### config.mk
export PLATFORM = sky130hd
export DESIGN_NAME = handle_move_multi
export DESIGN_NICKNAME = d
export VERILOG_FILES = /design/src/rtl/handle_move_multi.sv
export SDC_FILE = /design/constraint.sdc
export NUM_CORES = 1
export LEC_CHECK = 0
export ABC_AREA = 0
export CAP_MARGIN = 25
export CORE_AREA = 3 3 411 413
export CTS_CLUSTER_DIAMETER = 120
export DETAILED_ROUTE_END_ITERATION = 10
export DIE_AREA = 0 0 414 416
export PLACE_DENSITY = 0.36
export SYNTH_ARGS = -nofsm -noshare
export SYNTH_HDL_FRONTEND = slang
export SYNTH_SLANG_ARGS = --single-unit
### constraint.sdc
create_clock -name clk -period 6.31 [get_ports clk]
set_input_delay 1.262 -clock clk [delete_from_list [all_inputs] [get_ports clk]]
set_output_delay 1.262 -clock clk [all_outputs]
set_load 0.01 [all_outputs]
### src/rtl/handle_move_multi.sv
// Multi-card move handler: the active player picks a horizontal run of 1..MAX_SEL
// cards, confirms with a right click, then drops the run on a target cell.
`ifndef P1
`define P1 0
`endif
`ifndef P2
`define P2 1
`endif
`ifndef GAME_P1_WAIT_IN
`define GAME_P1_WAIT_IN 4'd2
`endif
`ifndef GAME_P2_WAIT_IN
`define GAME_P2_WAIT_IN 4'd6
`endif
`ifndef TABLE_TAKE
`define TABLE_TAKE 4'd1
`endif
`ifndef HAND_TAKE
`define HAND_TAKE 4'd2
`endif
`ifndef TABLE_DOWN
`define TABLE_DOWN 4'd3
`endif
`ifndef HAND_DOWN
`define HAND_DOWN 4'd4
`endif

module handle_move_multi #(
  parameter int PLAYER     = `P1,
  parameter int COLS       = 18,
  parameter int ROWS       = 8,
  parameter int TABLE_ROWS = 6,
  parameter int CARD_W     = 6,
  parameter int MAX_SEL    = 5
) (
  input  logic                          clk,
  input  logic                          rst,
  input  logic                          interboard_rst,
  input  logic [3:0]                    cur_game_state,
  input  logic                          inter_ready,
  input  logic                          valid_card_take,
  input  logic                          valid_card_down,
  input  logic [COLS*ROWS*CARD_W-1:0]   map,
  input  logic                          l_click,
  input  logic                          r_click,
  input  logic [4:0]                    mouse_block_x,
  input  logic [2:0]                    mouse_block_y,
  output logic                          move_done,
  output logic [COLS*ROWS-1:0]          move_sel_card,
  output logic                          move_ctrl_en,
  output logic                          move_ctrl_move_dir,
  output logic [4:0]                    move_ctrl_block_x,
  output logic [2:0]                    move_ctrl_block_y,
  output logic [3:0]                    move_ctrl_msg_type,
  output logic [CARD_W-1:0]             move_ctrl_card,
  output logic [2:0]                    move_ctrl_sel_len,
  output logic [2:0]                    dbg_state
);

  localparam int NCELL = COLS * ROWS;
  localparam int IDX_W = $clog2(NCELL + 32);
  localparam logic [NCELL-1:0] ONE_CELL = NCELL'(1);
  localparam logic [2:0] MAX_LEN = 3'(MAX_SEL);
  localparam logic [6:0] COLS_7  = 7'(COLS);
  localparam logic [3:0] TROWS_4 = 4'(TABLE_ROWS);

  localparam logic [2:0] S_IDLE           = 3'd0;
  localparam logic [2:0] S_SELECT         = 3'd1;
  localparam logic [2:0] S_WAIT_SEND_TAKE = 3'd2;
  localparam logic [2:0] S_WAIT_DOWN      = 3'd3;
  localparam logic [2:0] S_WAIT_SEND_DOWN = 3'd4;
  localparam logic [2:0] S_FIN            = 3'd5;

  logic [2:0]        r_state;
  logic [4:0]        r_anchor_x, r_end_x, r_bx;
  logic [2:0]        r_anchor_y, r_by, r_len, r_sel_len;
  logic [CARD_W-1:0] r_first_card, r_card;
  logic [NCELL-1:0]  r_sel;
  logic [3:0]        r_msg;
  logic              r_en, r_done;

  logic              w_active, w_extend, w_on_anchor, w_fits;
  logic [IDX_W-1:0]  w_idx;
  logic [NCELL-1:0]  w_cell_bit;
  logic [CARD_W-1:0] w_cell_card;
  logic [5:0]        w_next_x;
  logic [6:0]        w_down_end;

  assign w_active = (PLAYER == `P1 && cur_game_state == `GAME_P1_WAIT_IN) ||
                    (PLAYER == `P2 && cur_game_state == `GAME_P2_WAIT_IN);
  assign w_idx       = IDX_W'(mouse_block_y) * IDX_W'(COLS) + IDX_W'(mouse_block_x);
  assign w_cell_bit  = ONE_CELL << w_idx;
  assign w_cell_card = (int'(w_idx) < NCELL) ? map[w_idx*CARD_W +: CARD_W] : '0;
  // Six-bit successor so the last column cannot alias back to column 0.
  assign w_next_x    = {1'b0, r_end_x} + 6'd1;
  assign w_extend    = valid_card_take && (mouse_block_y == r_anchor_y) &&
                       ({1'b0, mouse_block_x} == w_next_x) && (r_len < MAX_LEN);
  assign w_on_anchor = (mouse_block_x == r_anchor_x) && (mouse_block_y == r_anchor_y);
  assign w_down_end  = {2'b00, mouse_block_x} + {4'b0000, r_len} - 7'd1;
  assign w_fits      = w_down_end < COLS_7;

  always_ff @(posedge clk or posedge rst) begin
    if (rst) begin
      r_state <= S_IDLE;  r_anchor_x <= '0; r_anchor_y <= '0; r_end_x <= '0;
      r_len <= '0;        r_first_card <= '0; r_sel <= '0;    r_en <= 1'b0;
      r_done <= 1'b0;     r_bx <= '0;       r_by <= '0;       r_msg <= '0;
      r_card <= '0;       r_sel_len <= '0;
    end else if (interboard_rst) begin
      r_state <= S_IDLE;  r_anchor_x <= '0; r_anchor_y <= '0; r_end_x <= '0;
      r_len <= '0;        r_first_card <= '0; r_sel <= '0;    r_en <= 1'b0;
      r_done <= 1'b0;     r_bx <= '0;       r_by <= '0;       r_msg <= '0;
      r_card <= '0;       r_sel_len <= '0;
    end else begin
      r_en   <= 1'b0;
      r_done <= 1'b0;
      case (r_state)
        S_IDLE: if (w_active && l_click && valid_card_take) begin
          r_anchor_x   <= mouse_block_x;
          r_anchor_y   <= mouse_block_y;
          r_end_x      <= mouse_block_x;
          r_len        <= 3'd1;
          r_first_card <= w_cell_card;
          r_sel        <= w_cell_bit;
          r_state      <= S_SELECT;
        end
        S_SELECT: begin
          if (!w_active) begin
            r_sel   <= '0;
            r_len   <= '0;
            r_state <= S_IDLE;
          end else if (r_click) begin
            r_en      <= 1'b1;
            r_bx      <= r_anchor_x;
            r_by      <= r_anchor_y;
            r_sel_len <= r_len;
            r_card    <= r_first_card;
            r_msg     <= ({1'b0, r_anchor_y} < TROWS_4) ? `TABLE_TAKE : `HAND_TAKE;
            r_state   <= S_WAIT_SEND_TAKE;
          end else if (l_click) begin
            if (w_extend) begin
              r_len   <= r_len + 3'd1;
              r_end_x <= mouse_block_x;
              r_sel   <= r_sel | w_cell_bit;
            end else if (w_on_anchor && r_len == 3'd1) begin
              r_sel   <= '0;
              r_len   <= '0;
              r_state <= S_IDLE;
            end
          end
        end
        S_WAIT_SEND_TAKE: if (inter_ready) r_state <= S_WAIT_DOWN;
        S_WAIT_DOWN: if (w_active && l_click && valid_card_down && w_fits) begin
          r_en      <= 1'b1;
          r_bx      <= mouse_block_x;
          r_by      <= mouse_block_y;
          r_sel_len <= r_len;
          r_card    <= r_first_card;
          r_msg     <= ({1'b0, mouse_block_y} < TROWS_4) ? `TABLE_DOWN : `HAND_DOWN;
          r_state   <= S_WAIT_SEND_DOWN;
        end
        S_WAIT_SEND_DOWN: if (inter_ready) r_state <= S_FIN;
        S_FIN: begin
          r_done  <= 1'b1;
          r_sel   <= '0;
          r_len   <= '0;
          r_state <= S_IDLE;
        end
        default: r_state <= S_IDLE;
      endcase
    end
  end

  assign move_done          = r_done;
  assign move_sel_card      = r_sel;
  assign move_ctrl_en       = r_en;
  assign move_ctrl_move_dir = 1'b0;
  assign move_ctrl_block_x  = r_bx;
  assign move_ctrl_block_y  = r_by;
  assign move_ctrl_msg_type = r_msg;
  assign move_ctrl_card     = r_card;
  assign move_ctrl_sel_len  = r_sel_len;
  assign dbg_state          = r_state;

endmodule

==> flow_metrics.py <==
metrics = {
    "clocking": {
        "cts_resized": 0,
        "numCtsBuffers": 17,
        "hold_buffers": 0,
        "clkTransAtPathRegs_ns": 0.08,
        "clk_latency_ns": 0.52,
        "clock_path_buffers": 2,
        "clockRootBuffer": "clkbuf_16",
        "cts_tree": "done",
        "cts_num_sinks": 191,
        "htreeDepth": 4,
        "post_cts_buffers": 0,
    },
    "route": {
        "drt_iter0_drc": 966,
        "routed_via_density": 3.71,
        "dr.pass1.iters": 5,
        "drt-total-wl_um": 137000,
        "wire_per_inst_um": 29.9,
        "vias": 17044,
        "drc": 0,
        "drtAntennaViolNets": 0,
    },
    "critical_path": {
        "cp_slowest_cell": "or2_2",
        "reg2reg_slack_ns": 2.67,
        "start_kind": "input port",
        "arrival_ns": 5.44,
        "r2r-start": "dbg_state[0]$_DFFE_PP0P_",
        "regToRegEndpoint": "move_sel_card[55]$_DFFE_PP0P_",
        "cp_slowest_stage_delay_ns": 0.79,
        "cp_max_fo": 25,
        "reg2reg_depth": 7,
        "crit_family": "compound AO/OA/AOI/OAI gates",
        "required_ns": 6.73,
        "critPathBufInv": 1,
        "critPathLaunch": "mouse_block_x[3]",
        "path_cells": "clkdlybuf4s50_1, ha_1, nand3_1, a21oi_1, or2_2, nor2_1, o21ai_0, o211ai_1, o31ai_1",
        "endpoint_kind": "flip-flop",
        "worstSetupPathType": "input port to flip-flop",
    },
    "power_and_ir_drop": {
        "p_total_uw": 4730,
        "power_density_nw_per_um2": 160,
        "leakagePower_uw": 0.0103,
        "irDropWorstVdd_v": 0.000157,
    },
    "grt": {
        "groute.usage.overall_pct": 15.4,
        "grt_pass1_wl_um": 180000,
        "grt_max_degree": 117,
        "grt-ovfl-total": 0,
        "antenna_found_initial": 42,
        "grt_pass1_vias": 18691,
    },
    "timing": {
        "setup_violations": 0,
        "setup-tns-final_ns": 0,
        "max_freq_mhz": 199,
        "rsz0062_at_grt": "false",
        "drv_slew": 0,
        "fin_skew_ns": 0.0240,
        "post-route-period-util_pct": 79.6,
        "worst_pin_slew_ns": 1.05,
        "report.final.hold_viol_count": 0,
        "layout_setup_ws_ns": 1.29,
        "slew_headroom_pct": 29.8,
        "layout_min_cycle_time_ns": 5.02,
    },
    "layout": {
        "fin_nets": 3285,
        "layout-drive-gt1-share_pct": 14.4,
        "syn_to_final_growth_pct": 87.0,
        "final_util_pct": 17.9,
        "fin_cells": 4590,
    },
    "floorplan": {
        "ios": 1055,
        "dieHeight_um": 416,
        "rows": 149,
        "dieArea_um2": 172000,
        "core_area_um2": 165000,
        "chipWidth_um": 414,
        "start_util_pct": 9.56,
    },
    "synthesis": {
        "netlist_instances": 1401,
        "synth_area_leaders": "mux4_2 32%, dfrtp_1 30%, nand2_1 3.5%, a32o_1 3.0%, mux2i_1 2.5%",
        "syn_avg_cell_area_um2": 11.3,
        "synth_top_area_share_pct": 31.7,
        "synth_area_um2": 15800,
        "yosys.area.top_type": "mux4_2",
        "ys_warn_count": 0,
        "synth-seq-area-share_pct": 30.3,
        "synth_edf_count": 0,
        "synth.distinct_cells": 72,
        "ys.flop_type": "dfrtp_1",
        "synthArstFlopShare_pct": 100,
        "ys_seq_elements": 191,
    },
    "worst_hold_path": {
        "whs_path_depth": 2,
        "min_from": "move_sel_card[64]$_DFFE_PP0P_",
        "holdPathEnd": "move_sel_card[64]$_DFFE_PP0P_",
        "hp-class": "flip-flop to flip-flop",
    },
    "place": {
        "place_ws_ns": 0.390,
        "place_inst": 4554,
        "dp_hpwl_um": 119000,
        "numPortBuffers": 1052,
        "gp_congestion": 0.842,
    },
    "job": {
        "maxCapViolations": 0,
    },
    "status": {
        "outcome": "completed",
    },
}
==> cells by family (layout without fill, tap and decap cells) <==
kind of cell	count (synthesis)	in the layout	share of synthesized area, %
compound gates	364	364	15.8
xor+xnor	23	23	1.32
fa+ha+maj	17	17	1.44
buf+inv	161	1156	5.54
flops	191	191	30.3
mux	265	265	34.4
other cells	1	6	0.0237
simple gates	379	379	11.2
==> cells in the final DEF (no fill, tap or decap), drive strengths merged, types with 3 or more instances in the layout <==
master / synthesis / routed
a31oi: 13 / 13
and3: 8 / 8
nand4: 12 / 12
nand3: 33 / 33
mux2i: 40 / 40
mux4: 222 / 222
mux2: 3 / 3
inv: 23 / 30
xor2: 4 / 4
a21o: 4 / 4
clkinv: 0 / 6
and2: 12 / 12
o22ai: 12 / 12
or3: 3 / 3
a211oi: 24 / 24
o31ai: 45 / 45
a2111oi: 3 / 3
xnor2: 19 / 19
nand2b: 14 / 14
nor4: 4 / 4
a221oi: 14 / 14
a32o: 48 / 48
ha: 15 / 15
nand3b: 3 / 3
a31o: 3 / 3
o21ai: 108 / 108
a22o: 7 / 7
nor3: 19 / 19
clkdlybuf4s50: 0 / 1050
clkbuf: 48 / 18
dfrtp: 191 / 191
a21oi: 50 / 50
nor2b: 8 / 8
buf: 90 / 51
nor2: 105 / 105
o211ai: 4 / 4
a22oi: 16 / 16
diode: 0 / 4
nand2: 147 / 147
==> metrics by stage <==
step / cell area (µm²) / hold slack (ns)
detailed placement: 28900 / 0.468
finish: 29500 / 0.481
CTS: 29500 / 0.487
global placement: 28900 / 0.459
global route: 29500 / 0.506
floorplan: 15800 / 0.460
==> state kept, by name, indices dropped and copies added, names as in the netlist <==
name,count
move_ctrl_card,6
r_end_x,5
move_done,1
move_sel_card,144
move_ctrl_block_y,3
r_anchor_y,3
move_ctrl_msg_type,3
move_ctrl_en,1
r_first_card,6
move_ctrl_block_x,5
r_anchor_x,5
r_len,3
move_ctrl_sel_len,3
dbg_state,3
==> power breakdown <==
part	internal, µW	leakage, µW	switching (µW)
sequential	1240	0.00266	26.8
clock	543	0.000295	644
combinational	1060	0.00737	1210
==> metal layers <==
layer / GRT usage, % / share of wire, % / vias to the layer above
met5: 0 / 0.044 / -
met3: 2.72 / 3.8 / 109
met1: 16.9 / 38 / 8809
li1: - / - / 7545
met2: 30.7 / 56 / 573
met4: 2.82 / 1.9 / 8
==> final cells by class <==
cell class | count | area (µm²)
clock inverter | 14 | 180
fill | 18491 | 136000
antenna | 4 | 10.0
sequential | 191 | 4780
timing repair buffer | 1101 | 11000
inverter | 23 | 90.1
clock buffer | 18 | 429
multi-input combinational | 1050 | 10300
tap | 2189 | 2740
==> worst register-to-register path, delay by kind of cell (launching register included) <==
kind,cells,cell delay [ns]
AND/OR/NAND/NOR,3,1.43
AO/OA/AOI/OAI,2,0.78
buffers and inverters,2,0.75
flip-flops,1,0.59
==> Yosys cell counts (29+ instances only) <==
library cell  instances
o21ai_0              78
a32o_1               48
clkbuf_1             48
nor2_1              105
mux2i_1              40
mux4_2              222
o21ai_1              29
nand2_1             146
o31ai_1              45
buf_2                39
dfrtp_1             191
a21oi_1              48
nand3_1              33
==> worst max path at each step <==
stage | to | slack, ns | cells past startpoint
after CTS | r_first_card[4]$_DFFE_PP0P_ | 0.96 | 9
after detailed placement | r_first_card[4]$_DFFE_PP0P_ | 0.39 | 9
after global routing | r_first_card[4]$_DFFE_PP0P_ | 0.95 | 9
final | r_first_card[4]$_DFFE_PP0P_ | 1.29 | 9
after global placement | r_first_card[4]$_DFFE_PP0P_ | 0.38 | 9
after floorplan | move_ctrl_msg_type[1]$_DFFE_PP0P_ | 1.94 | 17
Note: power is estimated with default switching activity, not from simulation.
==> patch, RTL diff (config.mk and constraints unchanged) <==
Register the output `dbg_state` once more, without a reset; this adds one clock of latency there. The other outputs are not delayed to match.
--- a/src/rtl/handle_move_multi.sv
+++ b/src/rtl/handle_move_multi.sv
@@ -180,5 +180,7 @@
   assign move_ctrl_card     = r_card;
   assign move_ctrl_sel_len  = r_sel_len;
-  assign dbg_state          = r_state;
+  always_ff @(posedge clk) begin
+    dbg_state <= r_state;
+  end
 
 endmodule
Check against the original RTL: not settled (the Yosys comparison gave no result); the edit may change what the design does.
==> patch against the unedited design <==
  * First-iteration DRC count increased by 0.93%
  * Setup slack worse by 0.044 ns
  * Synthesized area decreased by 2.0%
  * Via count decreased by 1.1%
  * Sequential share of layout area is 0.28 points higher
  * Sequential cell count grew 3
  * Power fell by 0.95%
  * Wire length rose by 6.9%
  * Count of clock-buffer cells in the layout is 1 lower
  * Cell area decreased by 0.49%
  * Critical path depth did not move
  * Critical endpoint is now r_first_card[5]
==> patch: results (changes against the unedited design) <==
R2R Path End r_state[1]; total wire length 147 mm (+6.9%); Total GRT Usage 0.165 (+0.0105); filler instances 18400 (-0.26%); top cells by area, synth mux4_2 (32%), dfrtp_1 (31%), nand2_1 (4.6%), a22o_1 (3.5%), mux2i_1 (2.8%); Slew headroom 0.285 (-0.0133); Synth top cells by count mux4_2 (223), dfrtp_1 (191), nand2_1 (190), nor2_1 (85), o21ai_0 (83); global-route wire length before repair 188 mm (+4.1%); total CTS buffers 17 (unchanged); largest net degree at the start of global routing 143 (+22%); DP HPWL 128 mm (+7.7%); Hold Path Sink move_sel_card[140]; post-synthesis sequential area ratio 0.313 (+0.0101); worst r2r path cells 13 (+6); asr flop ratio synth 0.985 (-0.0155); status finished, final reports clean; internal power 0.00285 W (+0.33%); initial antenna violation count 74 (+76%); GP Congestion 0.873 (+3.7%); VDD IR max 221 uV (+41%); placed cells 4503 (-1.1%); Post-DP Area 0.0287 sq mm (-0.63%); Worst Path Max Fanout 11 (-56%); Clock Skew 0.0289 ns (+0.00491 ns); slack of the worst reg-to-reg path 2.90 ns (+0.23 ns); synthesized instance count 1338 (-4.5%); vias 16900 (-1.1%)
==> patch: logic make-up after synthesis <==
| group | count (synthesis) | synth area share |
|---|---|---|
| DFF | 194 | 0.313 |
| and+or+nand+nor | 361 | 0.103 |
| AOI/OAI and AO/OA | 324 | 0.154 |
| other | 1 | 0.000242 |
| muxes | 270 | 0.355 |
| adders and majority gates | 17 | 0.0147 |
| buffers and inverters | 148 | 0.0470 |
| xor gates and xnor gates | 23 | 0.0135 |
==> patch: final cells by class <==
cell class / instances / share of cell area
Antenna cell: 4 / 0.000341
Clock buffer: 17 / 0.0145
Clock inverter: 15 / 0.00664
Inverter: 25 / 0.00332
Multi-Input combinational cell: 997 / 0.342
Sequential cell: 194 / 0.165
Tap cell: 2189 / 0.0932
Timing Repair Buffer: 1099 / 0.375
==> patch: how the worst max path moves through the flow <==
stage / start / endpoint / slack, ns / cells after the start
floorplan: mouse_block_x[0] / r_state[1] / 1.66 / 16
global placement: mouse_block_y[2] / r_first_card[3] / 0.36 / 10
detailed placement: mouse_block_y[2] / r_first_card[5] / 0.55 / 9
CTS: mouse_block_y[2] / r_first_card[5] / 1.13 / 9
global route: mouse_block_y[2] / r_first_card[5] / 1.12 / 9
finish: mouse_block_y[2] / r_first_card[5] / 1.24 / 9
==> patch: per-stage QoR <==
step	hold WS, ns	setup slack (ns)
after CTS	0.494	1.13
final	0.487	1.24
after global routing	0.510	1.12
after detailed placement	0.472	0.554
after floorplan	0.345	1.66
after global placement	0.462	0.355
==> patch: per-layer routing <==
layer	track usage	wire length (um)
met2	0.324	81700
met1	0.186	56300
met5	0	188
met4	0.0307	2810
met3	0.0267	6000
==> patch: power by group through the flow <==
stage	sequential [W]	combinational (W)	clock [W]
global placement	0.00131	0.00224	0
finish	0.00129	0.00217	0.00123
global route	0.00129	0.00231	0.00133
CTS	0.00129	0.00224	0.00129
floorplan	0.00131	0.000912	0
detailed placement	0.00131	0.00224	0
==> patch: critical path, cell delays in order <==
cell             delay [ns]
clkdlybuf4s50_1        0.79
ha_1                   0.46
and3_1                 0.25
nor2_1                 0.50
xor2_4                 0.57
nand2_1                0.33
o2bb2ai_1              0.56
o31ai_1                0.25
a2111o_1               0.45
